**src/rtl/program_sequencer_stack.sv**
```systemverilog
// Program-memory address sequencer with jumps, call/return stack and sticky stack-fault flags.
// One-cycle latency from control inputs to pm_addr; hold freezes all state for as long as it is high.
module program_sequencer_stack #(
    parameter int PM_ADDR_W   = 8,
    parameter int JMP_ADDR_W  = 4,
    parameter int STACK_DEPTH = 4,
    parameter int LEVEL_W     = 3
) (
    input  logic                  clk,
    input  logic                  reset,
    input  logic                  sync_reset,
    input  logic                  hold,
    input  logic                  jmp,
    input  logic                  jmp_nz,
    input  logic                  dont_jmp,
    input  logic                  call,
    input  logic                  ret,
    input  logic [JMP_ADDR_W-1:0] jmp_addr,
    output logic [PM_ADDR_W-1:0]  pm_addr,
    output logic [LEVEL_W-1:0]    stack_level,
    output logic                  overflow,
    output logic                  underflow
);

    logic [PM_ADDR_W-1:0] stack_mem [STACK_DEPTH];
    logic [PM_ADDR_W-1:0] pm_inc;
    logic [PM_ADDR_W-1:0] target;
    logic [PM_ADDR_W-1:0] top;
    logic [PM_ADDR_W-1:0] pm_next;
    logic [LEVEL_W-1:0]   level_next;
    logic                 ovf_next;
    logic                 unf_next;
    logic                 push;

    assign pm_inc = pm_addr + PM_ADDR_W'(1);
    assign target = PM_ADDR_W'(jmp_addr);

    // Top of stack is the entry just below the current occupancy.
    always_comb begin
        top = '0;
        for (int i = 0; i < STACK_DEPTH; i++) begin
            if (stack_level == LEVEL_W'(i + 1)) begin
                top = stack_mem[i];
            end
        end
    end

    always_comb begin
        pm_next    = pm_inc;
        level_next = stack_level;
        ovf_next   = overflow;
        unf_next   = underflow;
        push       = 1'b0;
        if (sync_reset) begin
            pm_next    = '0;
            level_next = '0;
            ovf_next   = 1'b0;
            unf_next   = 1'b0;
        end else if (hold) begin
            pm_next = pm_addr;
        end else if (ret) begin
            if (stack_level != '0) begin
                pm_next    = top;
                level_next = stack_level - LEVEL_W'(1);
            end else begin
                unf_next = 1'b1;
            end
        end else if (call) begin
            if (stack_level < LEVEL_W'(STACK_DEPTH)) begin
                push       = 1'b1;
                pm_next    = target;
                level_next = stack_level + LEVEL_W'(1);
            end else begin
                ovf_next = 1'b1;
            end
        end else if (jmp || (jmp_nz && !dont_jmp)) begin
            pm_next = target;
        end
    end

    // Stack contents need no reset: occupancy alone decides what is valid.
    always_ff @(posedge clk) begin
        if (push) begin
            for (int i = 0; i < STACK_DEPTH; i++) begin
                if (stack_level == LEVEL_W'(i)) begin
                    stack_mem[i] <= pm_inc;
                end
            end
        end
    end

    always_ff @(posedge clk or negedge reset) begin
        if (!reset) begin
            pm_addr     <= '0;
            stack_level <= '0;
            overflow    <= 1'b0;
            underflow   <= 1'b0;
        end else begin
            pm_addr     <= pm_next;
            stack_level <= level_next;
            overflow    <= ovf_next;
            underflow   <= unf_next;
        end
    end

endmodule

```
**config.mk**
```make
export PLATFORM = sky130hd
export DESIGN_NAME = program_sequencer_stack
export DESIGN_NICKNAME = d
export VERILOG_FILES = /design/src/rtl/program_sequencer_stack.sv
export SDC_FILE = /design/constraint.sdc
export NUM_CORES = 1
export LEC_CHECK = 0
export BUFFER_PORTS_ARGS = -buffer_cell sky130_fd_sc_hd__clkbuf_2
export CORE_MARGIN = 1.5
export CORE_UTILIZATION = 45
export CTS_BUF_LIST = sky130_fd_sc_hd__clkbuf_4 sky130_fd_sc_hd__clkbuf_8
export CTS_CLUSTER_DIAMETER = 100
export CTS_CLUSTER_SIZE = 24
export DETAILED_ROUTE_END_ITERATION = 8
export GPL_ROUTABILITY_DRIVEN = 0
export GPL_TIMING_DRIVEN = 0
export HOLD_SLACK_MARGIN = 0.02
export PLACE_DENSITY = 0.66
export SLEW_MARGIN = 25
export SYNTH_ARGS = -nofsm -noshare
export SYNTH_HDL_FRONTEND = slang
export SYNTH_SLANG_ARGS = --single-unit
```
**constraint.sdc**
```tcl
create_clock -name clk -period 2 [get_ports clk]
set_input_delay 0.2 -clock clk [delete_from_list [all_inputs] [get_ports clk]]
set_output_delay 0.2 -clock clk [all_outputs]
set_load 0.01 [all_outputs]
```
# Word-level counts from Yosys, hierarchy flattened
# Memories as Yosys holds them, arrays and structs flattened.
# Cells that the tools add are included.
dict set report word_totals {
  out_inout_bits 13
  ramBits 32
  word_cells 85
  input_bits 13
  mem_count 1
  ff_bits 13
}
dict set report op_classes {
  n_mux 52
  eq_ne 9
  magnitude_cmp 1
  n_reduce_logical 15
  add_sub_neg 3
}
# memory depth width read_ports rd_clocked_by_memory_dff write_ports line_no
set memory_table {}
lappend memory_table {stack_mem 4 8 4 0 1 25} ;# logic [PM_ADDR_W-1:0] stack_mem [STACK_DEPTH];
# op n
set ops {}
lappend ops {{8-bit 2-to-1 mux} 14}
lappend ops {{1-bit 2-to-1 mux} 29}
lappend ops {{8-bit OR reduction} 3}
lappend ops {{3-bit 2-to-1 mux} 6}
lappend ops {{3-bit nonzero test} 3}
lappend ops {{8-bit by 1-bit adder with 8-bit output (second input constant)} 1}
lappend ops {{2-bit inequality test (second input constant)} 4}
lappend ops {{4-bit AND reduction} 2}
lappend ops {{3-bit by 2-bit equality test with 1-bit output (second input constant)} 2}
lappend ops {{2-bit 2-to-1 mux} 3}
lappend ops {{2-bit nonzero test} 2}
lappend ops {{3-bit by 1-bit adder with 3-bit output (second input constant)} 1}
lappend ops {{3-bit by 1-bit equality test with 1-bit output (second input constant)} 1}
lappend ops {{3-bit equality test (second input constant)} 1}
lappend ops {{3-bit zero test} 1}
lappend ops {{3-bit < comparator (second input constant)} 1}
lappend ops {{3-bit by 2-bit inequality test with 1-bit output (second input constant)} 1}
lappend ops {{3-bit AND reduction} 1}
lappend ops {{3-bit by 1-bit subtractor with 3-bit output (second input constant)} 1}
lappend ops {{1-bit logical AND} 1}
lappend ops {{1-bit zero test} 1}
lappend ops {{1-bit logical OR} 1}

# Longest topological paths before layout
dict set report logic_depth {
  ltp_word 12
  depth_mapped 8
  mapped_depth_nobuf 6
}

# Worst setup path after synthesis
# OpenSTA, ideal clock, no wires.
dict set report synth_timing {
  path_kind {register to register}
  startpoint {register stack_level[0]}
  endpoint {register pm_addr[7]}
  n_path_buf 0
  setup_time_ps 123
  stages_incl_launch_ff 7
  slack_ps 92
  required_ps 1877
  arrival_time_ps 1785
  period_less_slack_ps 1908
  cell_sequence {dfrtp_1 ha_1 ha_1 or2_2 a221oi_1 o41ai_1 o221a_2}
}
dict set report synth_between {
  elab_chain_cells 9
  elab_cells_between_ends 16
  cone_classes {order compare (1); eq/ne (4); mux (10); reduce/logical (1)}
}
# element line_no
set synth_lines {}
lappend synth_lines {{from (decl)} 20} ;# output logic [LEVEL_W-1:0] stack_level,
lappend synth_lines {{from (signal assigned)} 100} ;# stack_level <= level_next;
lappend synth_lines {{3-bit by 1-bit equality test with 1-bit output} 42} ;# if (stack_level == LEVEL_W'(i + 1)) begin
lappend synth_lines {{8-bit 2-to-1 mux (4 in series)} 42}
lappend synth_lines {{8-bit 2-to-1 mux} 62} ;# if (stack_level != '0) begin
lappend synth_lines {{8-bit 2-to-1 mux *} 61} ;# end else if (ret) begin
lappend synth_lines {{8-bit 2-to-1 mux *} 59} ;# end else if (hold) begin
lappend synth_lines {{8-bit 2-to-1 mux *} 54} ;# if (sync_reset) begin
lappend synth_lines {{to (signal assigned)} 99} ;# pm_addr <= pm_next;
lappend synth_lines {{to (decl)} 19} ;# output logic [PM_ADDR_W-1:0] pm_addr,
# Mark *: on every way between the ends. The rest lies on a longest branch, timed or not. The select of a mux whose other input is x is not followed.
# A chain may end at the register's enable or synchronous reset.

# Final worst setup path
# Ends and elaborated chain as after synthesis.

==> impl_metrics.prom <==
# TYPE chip_impl_metric gauge
chip_impl_info{name="outcome",value="finished clean"} 1
chip_impl_info{name="layout.cells.most_common_list",value="sky130_fd_sc_hd__edfxtp_1, sky130_fd_sc_hd__clkbuf_2, sky130_fd_sc_hd__a21oi_1"} 1
chip_impl_info{name="critPathSlowestCell",value="sky130_fd_sc_hd__dfrtp_2"} 1
chip_impl_metric{name="final_global_route_overflow_total",unit=""} 0
chip_impl_metric{name="grt_first_pass_wirelength",unit="mm"} 8.11
chip_impl_metric{name="clock-skew-final",unit="ns"} 0.00441
chip_impl_metric{name="power-per-cell-area",unit="nW/um2"} 734
chip_impl_metric{name="wire_per_inst",unit="um"} 17.4
chip_impl_info{name="crit_chain",value="buf_4, ha_4, and2b_2, buf_4, a221oi_2, o41ai_1, o221a_2"} 1
chip_impl_info{name="mostFrequentLayoutCell",value="sky130_fd_sc_hd__edfxtp_1"} 1
chip_impl_info{name="root_buffer",value="sky130_fd_sc_hd__clkbuf_8"} 1
chip_impl_metric{name="number_of_enable_type_register_cells_in_the_synthesized_netlist",unit=""} 32
chip_impl_metric{name="grt_usage",unit="%"} 19.9
chip_impl_metric{name="detail_route.wirelength",unit="mm"} 5.35
chip_impl_metric{name="number_of_hold_violations_in_the_final_report",unit=""} 0
chip_impl_metric{name="worstMarginPinSlew",unit="ns"} 0.578
chip_impl_metric{name="ys_seq_area_share",unit="%"} 54.5
chip_impl_metric{name="cp.buffers_inverters",unit=""} 2
chip_impl_info{name="synthDominantAreaCellType",value="sky130_fd_sc_hd__edfxtp_1"} 1
chip_impl_metric{name="core-area",unit="um2"} 5070
chip_impl_metric{name="max_cap_violations",unit=""} 0
chip_impl_metric{name="flow.area_growth_from_synthesis",unit="%"} 18.5
chip_impl_metric{name="crit_path_max_incr_delay",unit="ns"} 0.45
chip_impl_metric{name="fin_nets",unit=""} 257
chip_impl_metric{name="grt_pass1_vias",unit=""} 1613
chip_impl_metric{name="irDropWorstVdd",unit="uV"} 298
chip_impl_metric{name="yosys_warnings",unit=""} 0
chip_impl_metric{name="fp.dieW",unit="um"} 75.4
chip_impl_metric{name="num_io_pins",unit=""} 26
chip_impl_metric{name="portBuffers",unit=""} 23
chip_impl_metric{name="placed_area",unit="um2"} 2560
chip_impl_metric{name="post_synth_instance_area",unit="um2"} 2360
chip_impl_metric{name="drt-initial-drc-count",unit=""} 102
chip_impl_metric{name="clock_sinks",unit=""} 45
chip_impl_metric{name="cts_htree_levels",unit=""} 2
chip_impl_metric{name="ff_latch_area",unit="um2"} 1290
chip_impl_metric{name="ff2ff_setup_slack",unit="ns"} 0.04
chip_impl_metric{name="multi_input_comb_area",unit="um2"} 1100
chip_impl_metric{name="number_of_distinct_library_cell_variants_in_the_gate_level_netlist_after_synthesis",unit=""} 48
chip_impl_info{name="kind_of_cell_adding_the_most_delay_to_the_critical_path",value="compound AO/OA/AOI/OAI gates"} 1
chip_impl_metric{name="drt-pass1-iter-count",unit=""} 4
chip_impl_metric{name="final_layout_size_suffix_gt1_share",unit="%"} 29.0
chip_impl_info{name="timing.setup.critical_path_class",value="reg -> reg"} 1
chip_impl_metric{name="layout.filler_cells",unit=""} 454
chip_impl_metric{name="grt_max_degree",unit=""} 15
chip_impl_info{name="worst_setup_path_end_kind",value="flip-flop"} 1
chip_impl_metric{name="drcViolationCount",unit=""} 0
chip_impl_metric{name="detail_route.vias_per_cell",unit=""} 5.64
chip_impl_metric{name="timing.final.setup_violations",unit=""} 0
chip_impl_metric{name="yosys_register_bits",unit=""} 45
chip_impl_metric{name="antenna_cells_inserted",unit=""} 0
chip_impl_metric{name="fmaxAchievable",unit="GHz"} 0.510
chip_impl_metric{name="max-clock-path-buffers",unit=""} 2
chip_impl_metric{name="synth_nets",unit=""} 223
chip_impl_metric{name="finalMaxSlewViolations",unit=""} 0
chip_impl_metric{name="period_share",unit="%"} 98.1
chip_impl_metric{name="final_antenna_net_count",unit=""} 0
chip_impl_info{name="ys_dominant_reg_cell",value="sky130_fd_sc_hd__edfxtp_1"} 1
chip_impl_info{name="cts_tree",value="done"} 1
chip_impl_info{name="rsz_0062_raised_after_global_routing",value="true"} 1
chip_impl_metric{name="via_count",unit=""} 1736
chip_impl_metric{name="synthesized_instance_count",unit=""} 203
chip_impl_metric{name="finalCriticalPeriod",unit="ns"} 1.96
chip_impl_metric{name="critPathArrivalTime",unit="ns"} 2.16
chip_impl_metric{name="floorplan.initialDensity",unit="%"} 46.5
chip_impl_info{name="type_of_the_tightest_min_delay_check",value="in -> reg"} 1
chip_impl_metric{name="clk_pin_slew",unit="ns"} 0.08
chip_impl_metric{name="fin_total_pwr",unit="mW"} 2.05
chip_impl_metric{name="worstSkewPairLatency",unit="ns"} 0.31
chip_impl_metric{name="static-leakage-power",unit="nW"} 1.05
chip_impl_metric{name="dp.final_hpwl",unit="mm"} 3.84
chip_impl_metric{name="row_count",unit=""} 26
chip_impl_metric{name="cts_inserted_buffers",unit=""} 5
chip_impl_metric{name="top_cell_type_s_share_of_synthesized_area",unit="%"} 40.7
chip_impl_metric{name="stdcell_area",unit="um2"} 2800
chip_impl_metric{name="worstPathRequired",unit="ns"} 2.20
chip_impl_metric{name="synth_async_sr_flop_share",unit="%"} 28.9
chip_impl_info{name="synth.area.top_cells",value="sky130_fd_sc_hd__edfxtp_1, sky130_fd_sc_hd__dfrtp_1, sky130_fd_sc_hd__ha_1"} 1
chip_impl_metric{name="fp.dieArea",unit="um2"} 5690
chip_impl_metric{name="peak_fanout_along_the_critical_path",unit=""} 5
chip_impl_metric{name="fp.dieH",unit="um"} 75.4
chip_impl_metric{name="final_util",unit="%"} 55.2
chip_impl_metric{name="number_of_antenna_violations_at_the_first_check_in_global_routing",unit=""} 0
chip_impl_info{name="startpoint_class_of_the_critical_path",value="flip-flop"} 1
chip_impl_metric{name="max-slew-margin-rel",unit="%"} 61.2
chip_impl_info{name="crit_path_frequent_cell",value="sky130_fd_sc_hd__buf_4"} 1
chip_impl_metric{name="syn_avg_cell_area",unit="um2"} 11.6
==> worst paths after layout <==
kind,cells past startpoint,start,to
worst min register to register,2,overflow,overflow
worst max-delay path,7,stack_level[0],pm_addr[7]
worst max register to register,7,stack_level[0],pm_addr[7]
worst min-delay path,3,jmp_addr[0],pm_addr[0]
min in group asynchronous,2,reset,underflow
max in group asynchronous,2,reset,stack_level[0]
==> cell families (layout without fill, tap and decap cells) <==
kind of cell             count (synthesis)  count (layout)  synth area share [%]
AO/OA/AOI/OAI                           56              56                  17.4
AND/OR/NAND/NOR                         65              65                  15.6
multiplexers                             8               8                  3.39
buffers and inverters                   16              51                  3.23
flip-flops                              45              45                  54.5
adder cells (fa/ha/maj)                  7               7                  3.71
XOR/XNOR                                 6               6                  2.23
==> per-layer routing <==
metal / wire length [um] / vias up / GRT usage [%]
li1: - / 844 / -
met2: 2630 / 37 / 33.3
met3: 172 / 7 / 3.57
met4: 88 / 0 / 7.34
met1: 2460 / 848 / 25.8
met5: 0 / - / 0
==> per-stage QoR <==
| step | hold slack (ns) | setup TNS, ns | worst slack, ns | std cells |
|---|---|---|---|---|
| global route | 0.254 | -0.0606 | -0.0295 | 308 |
| CTS | 0.221 | 0 | 0.0132 | 307 |
| global placement | 0.124 | -3.56 | -0.127 | 296 |
| floorplan | -0.0956 | 0 | 0.0924 | 203 |
| finish | 0.214 | 0 | 0.0380 | 308 |
| detailed placement | 0.125 | -4.11 | -0.138 | 296 |
==> flip-flops by register name, summed over array words and instances, names as in the netlist <==
signal / cells
pm_addr: 8
stack_mem: 32
underflow: 1
stack_level: 3
overflow: 1
==> synthesized netlist by cell type (4+ instances only) <==
cell type / n
sky130_fd_sc_hd__a21o_1: 5
sky130_fd_sc_hd__or3_1: 6
sky130_fd_sc_hd__dfrtp_1: 13
sky130_fd_sc_hd__a221oi_1: 5
sky130_fd_sc_hd__edfxtp_1: 32
sky130_fd_sc_hd__a21oi_1: 15
sky130_fd_sc_hd__and2_1: 4
sky130_fd_sc_hd__xnor2_1: 5
sky130_fd_sc_hd__o21ai_0: 7
sky130_fd_sc_hd__nand2b_1: 4
sky130_fd_sc_hd__nor2b_1: 4
sky130_fd_sc_hd__nand3b_1: 4
sky130_fd_sc_hd__ha_1: 7
sky130_fd_sc_hd__inv_1: 7
sky130_fd_sc_hd__clkbuf_1: 6
sky130_fd_sc_hd__nor2_1: 9
sky130_fd_sc_hd__mux2i_1: 8
sky130_fd_sc_hd__nand2_1: 14
==> power by group <==
group | leakage, nW | internal [mW] | total, mW | switching [mW]
clock network | 0.0408 | 0.260 | 0.582 | 0.322
logic | 0.546 | 0.161 | 0.393 | 0.232
registers | 0.467 | 1.04 | 1.08 | 0.0355
==> worst register-to-register path, delay by kind of cell (launching register included) <==
family          cells  cell delay [ns]
buf+inv             2             0.31
flops               1             0.45
fa+ha+maj           1             0.17
compound gates      3             0.69
simple gates        1             0.23
==> repair_timing <==
item                                    CTS  global route
setup buffers                             2             1
cloned                                    0             0
hold buffers                              1             0
pin swaps                                 1             6
gates resized for setup                  12            20
endpoints found under the setup margin   39            39
hold endpoints to repair                 13             0
==> area by class of cell <==
type	count	area share [%]
plain buffers	9	2.15
clock buffers	6	2.73
clock inverters	2	0.536
inverters	7	0.939
multi-input cells	142	39.2
flip-flops and latches	45	46.0
well taps	70	3.13
repair buffers	27	5.27
(Power assumes the default switching activity.)
